--- config.mk ---
export PLATFORM = sky130hd
export DESIGN_NAME = dac_sample_ctrl
export DESIGN_NICKNAME = d
export VERILOG_FILES = /design/src/rtl/dac_sample_ctrl.sv
export SDC_FILE = /design/constraint.sdc
export NUM_CORES = 1
export LEC_CHECK = 0
export BUFFER_PORTS_ARGS = -buffer_cell sky130_fd_sc_hd__buf_4
export CAP_MARGIN = 10
export CORE_MARGIN = 10
export CORE_UTILIZATION = 60
export CTS_BUF_LIST = sky130_fd_sc_hd__clkbuf_8
export DETAILED_ROUTE_END_ITERATION = 10
export PLACE_DENSITY_LB_ADDON = 0.15
export SLEW_MARGIN = 20
export SYNTH_ARGS = -nofsm -noshare
export SYNTH_HDL_FRONTEND = slang
export SYNTH_SLANG_ARGS = --single-unit
--- constraint.sdc ---
create_clock -name CLK -period 4.67 [get_ports CLK]
set_input_delay 0.2335 -clock CLK [delete_from_list [all_inputs] [get_ports CLK]]
set_output_delay 0.2335 -clock CLK [all_outputs]
set_load 0.02 [all_outputs]
--- src/rtl/dac_sample_ctrl.sv ---
// rtl/dac_sample_ctrl.sv - PCM sample pacing, gain ramp and playback FSM for a sigma-delta DAC.
// Define DAC_SAMPLE_CTRL_SOFT_RAMP_EN for a soft gain ramp; otherwise gain jumps to target per tick.
module dac_sample_ctrl #(
  parameter int OSR       = 256,
  parameter int GAIN_STEP = 1
) (
  input  logic        CLK,
  input  logic        RESET_N,
  input  logic        ENABLE,
  input  logic        MUTE,
  input  logic [15:0] S_DATA,
  input  logic        S_VALID,
  output logic        S_READY,
  output logic [15:0] SDM_INVAL,
  output logic        SDM_RESET,
  output logic [7:0]  UNDERRUN_CNT,
  output logic [1:0]  STATE
);

  localparam int              CW        = $clog2(OSR);
  localparam logic [CW-1:0]   TICK_AT   = CW'(OSR - 1);
  localparam logic [8:0]      GAIN_FULL = 9'd256;
`ifdef DAC_SAMPLE_CTRL_SOFT_RAMP_EN
  localparam logic [8:0]      GAIN_START = 9'd0;
`else
  localparam logic [8:0]      GAIN_START = GAIN_FULL;
`endif

  typedef enum logic [1:0] {
    ST_IDLE  = 2'd0,
    ST_PRIME = 2'd1,
    ST_RUN   = 2'd2,
    ST_DRAIN = 2'd3
  } state_t;

  state_t             r_state;
  state_t             w_state_nxt;
  logic [CW-1:0]      r_cnt;
  logic [8:0]         r_gain;
  logic [8:0]         w_gain_nxt;
  logic [8:0]         w_gain_step;
  logic [8:0]         w_target;
  logic signed [15:0] r_hold;
  logic [15:0]        r_inval;
  logic               r_sdm_reset;
  logic [7:0]         r_underrun;
  logic               w_tick;
  logic               w_ready;
  logic               w_xfer;
  logic               w_underrun;
  logic signed [24:0] w_prod;

  assign w_tick   = ((r_state == ST_RUN) || (r_state == ST_DRAIN)) && (r_cnt == TICK_AT);
  assign w_target = ((r_state == ST_RUN) && !MUTE) ? GAIN_FULL : 9'd0;
  assign w_xfer   = w_ready && S_VALID;
  assign w_prod   = $signed({{9{r_hold[15]}}, r_hold}) * $signed({16'd0, r_gain});

`ifdef DAC_SAMPLE_CTRL_SOFT_RAMP_EN
  logic [9:0] w_up;
  assign w_up = {1'b0, r_gain} + 10'(GAIN_STEP);

  always_comb begin
    w_gain_step = w_target;
    if (w_target != 9'd0) begin
      w_gain_step = (w_up > 10'(GAIN_FULL)) ? GAIN_FULL : w_up[8:0];
    end else begin
      w_gain_step = (r_gain > 9'(GAIN_STEP)) ? (r_gain - 9'(GAIN_STEP)) : 9'd0;
    end
  end
`else
  assign w_gain_step = w_target;
`endif

  always_ff @(posedge CLK or negedge RESET_N) begin
    if (!RESET_N) begin
      r_state <= ST_IDLE;
    end else begin
      r_state <= w_state_nxt;
    end
  end

  always_comb begin
    w_state_nxt = r_state;
    w_ready     = 1'b0;
    w_gain_nxt  = r_gain;
    w_underrun  = 1'b0;
    case (r_state)
      ST_IDLE: begin
        if (ENABLE) w_state_nxt = ST_PRIME;
      end
      ST_PRIME: begin
        w_ready = 1'b1;
        if (S_VALID) begin
          w_state_nxt = ST_RUN;
          w_gain_nxt  = GAIN_START;
        end else if (!ENABLE) begin
          w_state_nxt = ST_IDLE;
        end
      end
      ST_RUN: begin
        w_ready = w_tick;
        if (w_tick) begin
          w_gain_nxt = w_gain_step;
          w_underrun = !S_VALID;
        end
        if (!ENABLE) w_state_nxt = ST_DRAIN;
      end
      ST_DRAIN: begin
        // ENABLE is ignored here; drain always completes to IDLE.
        if (w_tick) begin
          w_gain_nxt = w_gain_step;
          if (w_gain_step == 9'd0) w_state_nxt = ST_IDLE;
        end
      end
    endcase
  end

  always_ff @(posedge CLK or negedge RESET_N) begin
    if (!RESET_N) begin
      r_cnt       <= '0;
      r_gain      <= 9'd0;
      r_hold      <= 16'sd0;
      r_inval     <= 16'd0;
      r_sdm_reset <= 1'b1;
      r_underrun  <= 8'd0;
    end else begin
      if (((r_state == ST_RUN) || (r_state == ST_DRAIN)) && !w_tick) begin
        r_cnt <= r_cnt + CW'(1);
      end else begin
        r_cnt <= '0;
      end
      r_gain <= w_gain_nxt;
      if (w_xfer) r_hold <= $signed(S_DATA);
      if (w_underrun && (r_underrun != 8'hFF)) r_underrun <= r_underrun + 8'd1;
      r_inval     <= (w_state_nxt == ST_IDLE) ? 16'd0 : 16'(w_prod >>> 8);
      r_sdm_reset <= (w_state_nxt == ST_IDLE);
    end
  end

  assign S_READY      = w_ready;
  assign SDM_INVAL    = r_inval;
  assign SDM_RESET    = r_sdm_reset;
  assign UNDERRUN_CNT = r_underrun;
  assign STATE        = r_state;

endmodule

==> impl_metrics.tcl <==
set metrics [dict create \
    dp_hpwl_um 3470 \
    dr.first_iter.drc_count 76 \
    r2r_slack_ns 2.42 \
    top_layer "met4" \
    overflow 0 \
    ys_seq_area_frac 0.570 \
    regToRegEndpoint "SDM_INVAL[9]" \
    ant_nets 0 \
    finalSetupViolations 0 \
    max_clock_freq_mhz 444 \
    wl_met2_um 2510 \
    r2r_cells 6 \
    core_region_area_um2 3660 \
    slowest_delay_ns 0.69 \
    power_frac_comb 0.384 \
    synth_cell_types 39 \
    syn_area_per_cell_um2 11.8 \
    grtUsageTotal 0.148 \
    rsz0062_at_grt "no" \
    via_count 1620 \
    synth-edff-count 0 \
    peakVddDrop_mv 0.388 \
    worstMarginPinSlew_ns 0.849 \
    status "finished, final reports clean" \
    drive_gt1_frac 0.328 \
    clk_pin_slew_ns 0.09 \
    post_cts_buffers 0 \
    clkLatencyLatePin_ns 0.30 \
    worstPathArrival_ns 2.39 \
    io_pins 49 \
    routed_wl_um 4650 \
    hold_viol 0 \
    cp-end-kind "register" \
    die_x_um 81.7 \
    portBuffers 48 \
    worst_slack_ns 2.42 \
    die_h_um 81.7 \
    postCtsResizedCells 0 \
    nets 270 \
    async_reset_ff_frac 1.00 \
    hp-class "in2reg" \
    dp_slack_ns 2.45 \
    cts_tree "built" \
    endpoint "SDM_INVAL[9]" \
    final_util 0.756 \
    finClkSkew_ns 0.00741 \
    drv_slew 0 \
    area_growth_pct 21.1 \
    htree_levels 2 \
    r2r_start "STATE[0]" \
    switching_share 0.364 \
    path_buf_inv 1 \
    diodes 0 \
    wire_per_inst_um 15.9 \
    synth_nets 220 \
    antenna_found_initial 0 \
    first_pass_iters 4 \
    ys.flop_type "dfrtp_1" \
    synth-seq-cells 52 \
    leakage_uw 0.00133 \
    drc 0 \
    viasPerCell 5.55 \
    max-clock-path-buffers 2 \
    crit_type "reg2reg" \
    critPathRequiredTime_ns 4.81 \
    clock-sinks 52 \
    syn_inst 193 \
    pwr-share-seq 0.445 \
    maxCapViolations 0 \
    path_delay_family "compound AO/OA/AOI/OAI gates" \
    wl_met3_um 269 \
    path_depth 6 \
    num_rows 22 \
    fin_crit_ns 2.25 \
    cts-buffers-inserted 5 \
    place.gp.congestion 0.757 \
    n_fill_cell 258 \
    relSlewSlack 0.434 \
    die_area_um2 6680 \
    whs_ns 0.149 \
    timing.setup.tns_ns 0 \
    crit_slowest_cell "a32oi_2" \
    power.internal_uw 956 \
    p_sw_uw 546 \
    ys_warn_count 0 \
    initial_core_util 0.624 \
    power_frac_clock 0.171 \
    fin_crit_sh 0.482 \
    cts_root_buf "clkbuf_8" \
    crit_chain "inv_1 > ha_1 > nor2_1 > a32oi_1 > a32oi_2 > a21oi_1" \
    cp-start-kind "register" \
    wl_met1_um 1740 \
    syn-cell-area_um2 2280 \
    worstSetupStartpoint "STATE[0]" \
    grt_start_max_net_pins 53 \
    worst-path-max-fanout 18 \
    grt_pass1_vias 1704 \
    power_per_cell_area_nw_per_um2 543 \
    grt_first_pass_wirelength_um 7630 \
]
stage by stage:
| stage | power [uW] | cell area [um^2] | std cells |
|---|---|---|---|
| floorplan | 1070 | 2280 | 193 |
| global placement | 1220 | 2660 | 283 |
| detailed placement | 1260 | 2660 | 283 |
| CTS | 1520 | 2770 | 292 |
| global route | 1610 | 2770 | 292 |
| finish | 1500 | 2770 | 292 |
how the worst min path moves through the flow:
| stage | end | cells after the start | startpoint |
|---|---|---|---|
| 4_1_cts | r_hold[14] | 2 | S_DATA[14] |
| 6_report | r_hold[14] | 2 | S_DATA[14] |
| 5_1_grt | r_hold[14] | 2 | S_DATA[14] |
| 2_1_floorplan | SDM_INVAL[0] | 0 | RESET_N |
| 3_5_place_dp | r_cnt[5] | 1 | RESET_N |
| 3_3_place_gp | r_cnt[5] | 1 | RESET_N |
final cells by class:
class	count	area, um^2	area share
repair buffers	49	370	0.134
flip-flops and latches	52	1300	0.471
well taps	48	60.1	0.0217
clock inverters	2	11.3	0.00407
inverters	7	26.3	0.00950
multi-input cells	128	913	0.330
clock buffers	6	82.6	0.0299
cell usage in the layout (no fill, tap or decap), types with 2 or more instances in the layout:
| master | netlist | final |
|---|---|---|
| nor2b_1 | 2 | 2 |
| mux2_1 | 3 | 3 |
| mux2_2 | 15 | 15 |
| and3_1 | 3 | 3 |
| nand4_1 | 3 | 3 |
| xor2_1 | 3 | 3 |
| a21oi_1 | 17 | 17 |
| ha_1 | 6 | 6 |
| buf_4 | 1 | 48 |
| nor2_1 | 13 | 13 |
| inv_1 | 7 | 8 |
| dfrtp_1 | 51 | 51 |
| nand2b_1 | 3 | 3 |
| nand3_1 | 10 | 10 |
| xnor2_1 | 9 | 9 |
| clkbuf_8 | 0 | 6 |
| nand2_1 | 20 | 20 |
| and2_1 | 3 | 3 |
metal layers:
layer | global-route usage | vias to the layer above
met5 | 0 | -
met3 | 0.0426 | 17
met2 | 0.258 | 51
li1 | - | 761
met4 | 0.0816 | 0
met1 | 0.158 | 791
power groups by stage:
stage,clock network [uW],logic (uW),registers (uW)
after floorplan,0,358,710
after global placement,0,550,665
after detailed placement,0,581,676
after CTS,265,585,667
after global routing,286,638,685
final,257,577,668
sequential cells by signal, summed over array words and instances (netlist names):
| name | cells |
|---|---|
| SDM_INVAL | 16 |
| UNDERRUN_CNT | 8 |
| STATE | 2 |
| r_cnt | 8 |
| r_hold | 16 |
| SDM_RESET | 1 |
| r_gain | 1 |
synthesized netlist by cell type (all sizes together), types with 3 or more instances:
cell | n | share of area
nand2 | 21 | 0.036
mux2 | 18 | 0.089
nand4 | 3 | 0.0082
a21oi | 17 | 0.037
ha | 6 | 0.033
xnor2 | 9 | 0.035
nand2b | 3 | 0.0082
xor2 | 3 | 0.012
inv | 7 | 0.012
buf | 4 | 0.015
nor2 | 14 | 0.026
dfrtp | 51 | 0.56
and2 | 3 | 0.0082
nand3 | 10 | 0.022
and3 | 4 | 0.012
timing repair:
action / 4_1_cts / 5_1_grt
setup endpoints to repair: 0 / 0
hold buffers: 1 / 0
endpoints found under the hold margin: 51 / 0
kinds of logic after synthesis:
kind of cell               Yosys count  share of synthesized area
xor gates and xnor gates            12                     0.0460
adders and majority gates            6                     0.0329
AOI/OAI and AO/OA                   26                     0.0822
DFF                                 52                      0.570
muxes                               18                     0.0887
and+or+nand+nor                     66                      0.150
buffers and inverters               13                     0.0301
Note: power is estimated with default switching activity, not from simulation.
